<file path="src/rtl/connect4_pkg.sv">
// Shared definitions for the 4x4 Connect4 board engine and its detector:
// status codes, engine states and board geometry.
package connect4_pkg;

    localparam int BOARD_BITS   = 16;
    localparam int ROW_STRIDE   = 4;
    localparam int TOP_ROW_BASE = 12;

    localparam logic [BOARD_BITS-1:0] BOTTOM_ROW_MASK = 16'h000F;

    typedef enum logic [1:0] {
        STILL_PLAYING = 2'b00,
        P1_WINS       = 2'b01,
        P2_WINS       = 2'b10,
        TIE           = 2'b11
    } game_status_e;

    typedef enum logic [1:0] {
        IDLE,
        FALL,
        LAND,
        SETTLE
    } state_e;

    // One-hot top-row cell of a column; column c is bits {12+c, 8+c, 4+c, c}.
    function automatic logic [BOARD_BITS-1:0] top_cell(input logic [1:0] col);
        top_cell = BOARD_BITS'(1) << (TOP_ROW_BASE + int'(col));
    endfunction

endpackage

</file>
<file path="src/rtl/board_writer_drop_timer.sv">
// Modulo-N cycle counter with synchronous clear; o_terminal flags the last
// count of each period while enabled.
module drop_timer #(
    parameter int N = 4
) (
    input  logic i_clk,
    input  logic i_rst_n,
    input  logic i_clear,
    input  logic i_enable,
    output logic o_terminal
);

    localparam int W = (N > 1) ? $clog2(N) : 1;
    localparam logic [W-1:0] LAST = W'(N - 1);

    logic [W-1:0] r_count;

    assign o_terminal = i_enable && (r_count == LAST);

    // NOTE: sequential state uses non-blocking (<=) so every flop samples
    // pre-edge values, independent of block ordering.
    always_ff @(posedge i_clk or negedge i_rst_n) begin
        if (!i_rst_n) begin
            r_count <= '0;
        end else if (i_clear) begin
            r_count <= '0;
        end else if (i_enable) begin
            r_count <= o_terminal ? '0 : r_count + W'(1);
        end
    end

endmodule

</file>
<file path="src/rtl/board_writer.sv">
// Connect4 move engine: accepts column moves, animates the falling piece one
// row per DROP_CYCLES, commits it to the board and alternates players.
module board_writer
    import connect4_pkg::*;
#(
    parameter int DROP_CYCLES   = 4,
    parameter int SETTLE_CYCLES = 2
) (
    input  logic        clk,
    input  logic        reset,
    input  logic        new_game,
    input  logic        move_valid,
    input  logic [1:0]  move_col,
    input  logic [1:0]  game_status,
    output logic        move_ready,
    output logic [15:0] game_board,
    output logic [15:0] player_cells,
    output logic        current_player,
    output logic [15:0] falling_cell,
    output logic        move_done,
    output logic        move_error
);

    state_e      r_state, w_state_nxt;
    logic [15:0] r_board, w_board_nxt;
    logic [15:0] r_cells, w_cells_nxt;
    logic [15:0] r_falling, w_falling_nxt;
    logic        r_player, w_player_nxt;
    logic        r_done, w_done_nxt;
    logic        r_error, w_error_nxt;

    logic w_drop_en, w_settle_en, w_drop_tc, w_settle_tc;
    logic [15:0] w_below;

    assign move_ready  = (r_state == IDLE) && (game_status == STILL_PLAYING);
    assign w_drop_en   = (r_state == FALL);
    assign w_settle_en = (r_state == SETTLE);
    assign w_below     = r_falling >> ROW_STRIDE;

    drop_timer #(.N(DROP_CYCLES)) u_drop_timer (
        .i_clk      (clk),
        .i_rst_n    (reset),
        .i_clear    (new_game || !w_drop_en),
        .i_enable   (w_drop_en),
        .o_terminal (w_drop_tc)
    );

    drop_timer #(.N(SETTLE_CYCLES)) u_settle_timer (
        .i_clk      (clk),
        .i_rst_n    (reset),
        .i_clear    (new_game || !w_settle_en),
        .i_enable   (w_settle_en),
        .o_terminal (w_settle_tc)
    );

    always_comb begin
        // NOTE: every output of this block gets a default first, so no path
        // leaves a value unassigned and no latch is inferred.
        w_state_nxt   = r_state;
        w_board_nxt   = r_board;
        w_cells_nxt   = r_cells;
        w_falling_nxt = r_falling;
        w_player_nxt  = r_player;
        w_done_nxt    = 1'b0;
        w_error_nxt   = 1'b0;

        if (new_game) begin
            w_state_nxt   = IDLE;
            w_board_nxt   = '0;
            w_cells_nxt   = '0;
            w_falling_nxt = '0;
            w_player_nxt  = 1'b0;
        end else begin
            case (r_state)
                IDLE: begin
                    if (move_valid && move_ready) begin
                        if ((r_board & top_cell(move_col)) != '0) begin
                            w_error_nxt = 1'b1;
                        end else begin
                            w_falling_nxt = top_cell(move_col);
                            w_state_nxt   = FALL;
                        end
                    end
                end
                FALL: begin
                    if (w_drop_tc) begin
                        // Descend only while a free cell exists directly below.
                        if ((r_falling & BOTTOM_ROW_MASK) == '0 && (r_board & w_below) == '0) begin
                            w_falling_nxt = w_below;
                        end else begin
                            w_state_nxt = LAND;
                        end
                    end
                end
                LAND: begin
                    w_board_nxt   = r_board | r_falling;
                    w_cells_nxt   = r_player ? (r_cells | r_falling) : r_cells;
                    w_falling_nxt = '0;
                    w_player_nxt  = ~r_player;
                    w_done_nxt    = 1'b1;
                    w_state_nxt   = SETTLE;
                end
                SETTLE: begin
                    if (w_settle_tc) begin
                        w_state_nxt = IDLE;
                    end
                end
                default: w_state_nxt = IDLE;
            endcase
        end
    end

    always_ff @(posedge clk or negedge reset) begin
        if (!reset) begin
            r_state   <= IDLE;
            r_board   <= '0;
            r_cells   <= '0;
            r_falling <= '0;
            r_player  <= 1'b0;
            r_done    <= 1'b0;
            r_error   <= 1'b0;
        end else begin
            r_state   <= w_state_nxt;
            r_board   <= w_board_nxt;
            r_cells   <= w_cells_nxt;
            r_falling <= w_falling_nxt;
            r_player  <= w_player_nxt;
            r_done    <= w_done_nxt;
            r_error   <= w_error_nxt;
        end
    end

    assign game_board     = r_board;
    assign player_cells   = r_cells;
    assign current_player = r_player;
    assign falling_cell   = r_falling;
    assign move_done      = r_done;
    assign move_error     = r_error;

endmodule

</file>
<file path="config.mk">
export PLATFORM = sky130hd
export DESIGN_NAME = board_writer
export DESIGN_NICKNAME = d
export VERILOG_FILES = /design/src/rtl/connect4_pkg.sv /design/src/rtl/board_writer_drop_timer.sv /design/src/rtl/board_writer.sv
export SDC_FILE = /design/constraint.sdc
export NUM_CORES = 1
export LEC_CHECK = 0
export ABC_AREA = 1
export BUFFER_PORTS_ARGS = -buffer_cell sky130_fd_sc_hd__buf_2
export CAP_MARGIN = 15
export CORE_UTILIZATION = 53
export DETAILED_ROUTE_END_ITERATION = 10
export GPL_TIMING_DRIVEN = 0
export PLACE_DENSITY = 0.88
export SLEW_MARGIN = 25
export SYNTH_ARGS = -nofsm -noshare
export SYNTH_HDL_FRONTEND = slang
export SYNTH_SLANG_ARGS = --single-unit
</file>
<file path="constraint.sdc">
create_clock -name clk -period 1.8 [get_ports clk]
set_input_delay 0.18 -clock clk [delete_from_list [all_inputs] [get_ports clk]]
set_output_delay 0.18 -clock clk [all_outputs]
set_load 0.05 [all_outputs]
</file>
==> results.ini, run 1 <==
[setup_path]
critPathKind = flip-flop to flip-flop
startpoint = r_state[0]
critPathCaptureType = flip-flop
reg2reg_from = r_state[0]
worstSetupStartpointType = flip-flop
path_max_fanout = 7
critical_path_required_ps = 2060
arrival_ps = 2010
r2r_cells = 12

[clock_network]
cts_root_buf = clkbuf_8
cts_num_sinks = 56
cts_buffer_depth = 2
cts.clk_slew.worst_paths_ps = 100
cts_tree = yes
clk-insertion-delay-late_ps = 310
htree_levels = 2
cts_buffers = 5

[pwr]
p_per_area_nw_per_um2 = 1120
p_total_uw = 3550
p_leak_uw = 0.00175
ir_drop_v = 0.000546

[finish]
drive_gt1_frac = 0.276
area_delta_synth_final_pct = 24.8
nets = 393
stdcell_area_um2 = 3190
antenna_cells = 0
fillers = 350

[floorplanning]
start_util = 0.567
die_h_um = 71.4
die_area_um2 = 5100
rows = 24
ioPinCount = 60
dieWidth_um = 71.4
core_um2 = 4500

[grt]
grt_pass1_wl_um = 10200
grt-ovfl-total = 0
antenna_found_initial = 0
grt_max_degree = 57
grtUsageTotal = 0.266
grt_pass1_vias = 2240

[routing]
avgRoutedWirePerCell_um = 14.7
vias = 2353
drcViolationCount = 0
firstDrtPassIters = 4
antenna_left = 0
totalWireLength_um = 6340
avgViaCountPerCell = 5.43
drt_iter0_drc = 245

[min_path]
whs_path_depth = 3
hp-class = primary input to flip-flop
holdCritStartpoint = move_valid

[synth]
synth-xor-area-share = 0
synth_top_family_by_area = simple AND/OR/NAND/NOR gates
synth-compound-area-share = 0.119
yosys.cell_types.count = 22
syn_avg_cell_area_um2 = 8.40
syn_inst = 304
synthesis.area_um2 = 2550
ys_seq_area_frac = 0.549
synth_fa_ha_area_frac = 0.0245
syn_nets = 317
synth-seq-cells = 56
yosys_warnings = 0
synthMuxAreaShare = 0
yosys.area_share.simple = 0.246

[sta]
max_clock_freq_ghz = 0.571
worst_pin_slew_ps = 694
worst_slack_ps = 48.4
hold_slack_ps = 148
min_period_ps = 1750
fin_crit_sh = 0.973
slew_violations = 0
timing.setup.tns_ps = 0
setup_viol = 0
hold_viol = 0
clock_skew_ps = 13.0
relSlewSlack = 0.537

[place]
place.gp.congestion = 0.895
place_area_um2 = 2920
dp_worst_setup_slack_ps = -67.0
port_buffers = 59
dpl.hpwl_um = 4470

[flow_run]
cap_viol_max_count = 0

[status]
status = complete, no violations

[per-layer routing]
layer / share of wire / up-vias / track usage
li1: - / 1102 / -
met2: 0.48 / 111 / 0.410
met5: 0 / - / 0
met1: 0.42 / 1127 / 0.372
met3: 0.085 / 13 / 0.0478
met4: 0.017 / 0 / 0.118
[worst max-delay path, cell delays in order (launching register included)]
cell and delay, ps:
dfrtp_1 390, buf_4 140, ha_2 170, inv_2 80, nor2_4 40, inv_2 100
nor2_2 60, inv_2 80, nand3_4 140, nor2_8 220, clkbuf_16 170, nand2_1 50
nand2_1 60
[stage by stage]
step,util,cells
2_1_floorplan,-,304
3_5_place_dp,0.649,415
4_1_cts,0.685,427
6_report,0.708,433
3_3_place_gp,0.648,415
5_1_grt,0.708,433
[cells in the final DEF, fill, tap and decap left out, types with 2 or more instances in the layout]
cell type,netlist,routed
o21ai_0,22,22
inv_1,24,21
nor3_1,6,5
nor2_1,49,46
buf_2,1,58
nand2_1,85,85
nand3_1,8,7
clkbuf_1,5,2
o21a_1,16,16
ha_1,5,2
nor2_2,1,3
buf_1,2,2
ha_2,0,3
dfrtp_1,56,56
nor2_4,1,2
inv_2,7,10
clkbuf_8,0,7
o21ai_1,10,10
buf_4,0,10
[synthesized netlist by cell type, drive strengths merged]
cell | count | area, um^2
nand2 | 85 | 319
dfrtp | 56 | 1400
nor2 | 52 | 221
o21ai | 33 | 169
inv | 31 | 116
o21a | 16 | 120
nand3 | 9 | 57.6
nor3 | 6 | 30.0
clkbuf | 5 | 18.8
ha | 5 | 62.6
buf | 4 | 23.8
a21oi | 2 | 13.8
[layout make-up]
cell class / instances / area (um^2) / area share
Tap cell: 52 / 65.1 / 0.0204
Inverter: 31 / 116 / 0.0365
Clock buffer: 7 / 96.3 / 0.0302
Multi-Input combinational cell: 208 / 1020 / 0.321
Buffer: 8 / 53.8 / 0.0169
Clock inverter: 1 / 30.0 / 0.00942
Sequential cell: 56 / 1400 / 0.440
Timing Repair Buffer: 70 / 400 / 0.126
[flip-flops by register name, summed over array words and instances, names as in the netlist]
register                count
falling_cell               16
game_board                 16
player_cells               16
r_state                     2
u_drop_timer.r_count        2
current_player              1
move_done                   1
move_error                  1
u_settle_timer.r_count      1
[final timing paths]
path	end	slack [ps]
max	falling_cell[6]	50
max reg2reg	falling_cell[6]	50
min reg2reg	u_settle_timer.r_count	420
min in group asynchronous	falling_cell[13]	440
max in group asynchronous	player_cells[8]	880
min	move_error	150
[power breakdown]
group | leakage [uW] | internal (uW) | total (uW) | switching [uW]
combinational | 0.000912 | 455 | 1260 | 807
sequential | 0.000778 | 1330 | 1400 | 69.0
clock | 0.0000645 | 491 | 890 | 399
[cell families (layout without fill, tap and decap cells)]
group | after synthesis | after routing
adder cells (fa/ha/maj) | 5 | 5
AND/OR/NAND/NOR | 152 | 152
flip-flops | 56 | 56
buffers and inverters | 40 | 117
AO/OA/AOI/OAI | 51 | 51
[timing repair]
action,4_1_cts,5_1_grt
hold buffers,1,0
buffers inserted,3,6
pin swaps,1,6
endpoints found under the setup margin,10,36
gates resized for setup,2,17
hold endpoints to repair,56,0
gates cloned,0,1
No activity file was read; power rests on OpenSTA's default activity.
==> inputs of run 2 (changes only) <==
Clock period 1.8 ns to 1.85 ns, I/O delays scaled along.
==> run 2 against run 1 <==
Compared with the run above: die area unchanged; sequential cell count unchanged; routed wire length down 1.7%; global-route usage down 0.18 points.
==> results.ini, run 2 (synthesis results as in run 1) <==
[pwr]
ir_drop_v = 0.000518
p_per_area_nw_per_um2 = 1090
p_leak_uw = 0.00174

[setup_path]
critPathCaptureType = flip-flop
cp_common_cell = inv_2
critical_path_required_ps = 2110
reg2reg_from = r_state[0]
worstSetupStartpointType = flip-flop
timing.rr.end = falling_cell[6]
r2r_cells = 12
rrSetupSlack_ps = 70
arrival_ps = 2040
critPathBufInv = 5
critPathSlowestCell = dfrtp_1
worstPathCellList = buf_4 -> ha_1 -> inv_2 -> nor2_2 -> inv_2 -> nor2_2 -> inv_2 -> nand3_4 -> nor2_8 -> clkbuf_16 -> nand2_1 -> nand2_1
path_depth = 12
critical_path.top_delay_family = simple AND/OR/NAND/NOR gates
crit_path_end = falling_cell[6]
max_stage_delay_ps = 390
path_max_fanout = 7
critPathKind = flip-flop to flip-flop
startpoint = r_state[0]

[routing]
avgViaCountPerCell = 5.39
totalWireLength_um = 6240
drt_iter0_drc = 196
antenna_left = 0
avgRoutedWirePerCell_um = 14.5
drcViolationCount = 0
vias = 2316
firstDrtPassIters = 4

[clock_network]
htree_levels = 2
cts_tree = yes
cts_root_buf = clkbuf_8
clk-insertion-delay-late_ps = 310
cts_buffer_depth = 2
cts_num_sinks = 56
cts.clk_slew.worst_paths_ps = 100
cts_buffers = 5

[status]
status = complete, no violations

[place]
dp_worst_setup_slack_ps = -17.0
dpl.hpwl_um = 4470
port_buffers = 59
place.gp.congestion = 0.895
place_area_um2 = 2920

[sta]
hold_viol = 0
max_clock_freq_ghz = 0.561
clock_skew_ps = 12.2
hold_slack_ps = 149
setup_viol = 0
slew_violations = 0
fin_crit_sh = 0.964
min_period_ps = 1780
worst_slack_ps = 66.6
relSlewSlack = 0.539
worst_pin_slew_ps = 691

[grt]
grt_pass1_wl_um = 10200
grt-ovfl-total = 0
grt_pass1_vias = 2217
grtUsageTotal = 0.264
antenna_found_initial = 0
grt_max_degree = 57

[floorplanning]
dieWidth_um = 71.4
ioPinCount = 60
die_h_um = 71.4
start_util = 0.567
core_um2 = 4500
rows = 24
die_area_um2 = 5100

[finish]
layout_commonest_cell = nand2_1
area_delta_synth_final_pct = 23.4
nets = 390
most-common-layout-cells = nand2_1 (85), buf_2 (58), dfrtp_1 (56), nor2_1 (47)
stdcell_area_um2 = 3150
antenna_cells = 0
drive_gt1_frac = 0.257
finish.utilization = 0.700

[flow_run]
cap_viol_max_count = 0

[min_path]
hp-class = primary input to flip-flop

-- run 2: cell count changes in the layout (fill, tap and decap cells not counted) --
cell      delta
nor2_1       +1
nor2_4       -1
ha_2         -3
inv_1        +1
clkbuf_2     -1
inv_2        -1
buf_4        -2
ha_1         +3
-- run 2: report_power, final --
part | switching (uW) | total [uW] | leakage, uW | internal (uW)
sequential | 66.7 | 1360 | 0.000778 | 1300
combinational | 770 | 1200 | 0.000902 | 425
clock | 390 | 868 | 0.0000645 | 478
-- run 2: worst min-delay path by stage --
stage | startpoint | end | slack [ps] | cells past startpoint
final | move_valid | move_error | 150 | 3
after global routing | move_valid | move_error | 150 | 3
after CTS | new_game | move_error | 150 | 2
after detailed placement | reset | falling_cell[14] | 280 | 1
after global placement | u_settle_timer.r_count | u_settle_timer.r_count | 410 | 1
after floorplan | reset | current_player | -110 | 0
-- run 2: timing repair --
action | 4_1_cts | 5_1_grt
hold buffers | 1 | 0
pin swaps | 0 | 3
resized for setup | 2 | 9
endpoints found under the hold margin | 56 | 0
endpoints found under the setup margin | 10 | 21
gates cloned | 0 | 1
buffers inserted | 1 | 6
-- run 2: layout make-up --
class / count / area [um^2]
Buffer: 7 / 48.8
Clock buffer: 7 / 96.3
Clock inverter: 1 / 30.0
Fill cell: 354 / 1350
Inverter: 31 / 116
Multi-Input combinational cell: 208 / 1010
Sequential cell: 56 / 1400
Tap cell: 52 / 65.1
Timing Repair Buffer: 68 / 385
-- run 2: per-stage QoR --
stage                     setup TNS (ps)  std cells  total power [uW]
after global placement                 0        415              2290
final                                  0        430              3430
after CTS                              0        425              3200
after detailed placement           -58.0        415              2320
after global routing               -96.3        430              3570
after floorplan                        0        304              2060
-- run 2: routing by layer --
metal / GRT usage / wire length [um] / up-vias
met5: 0 / 0 / -
met4: 0.116 / 112 / 0
met3: 0.0464 / 486 / 12
met2: 0.407 / 2950 / 108
met1: 0.370 / 2690 / 1096
li1: - / - / 1100
-- run 2: worst reg2reg max path: cells and delay by family, from the launching register on --
kind	cells	cell delay, ps
DFF	1	390
buffers and inverters	5	560
adders and majority gates	1	190
and+or+nand+nor	6	590
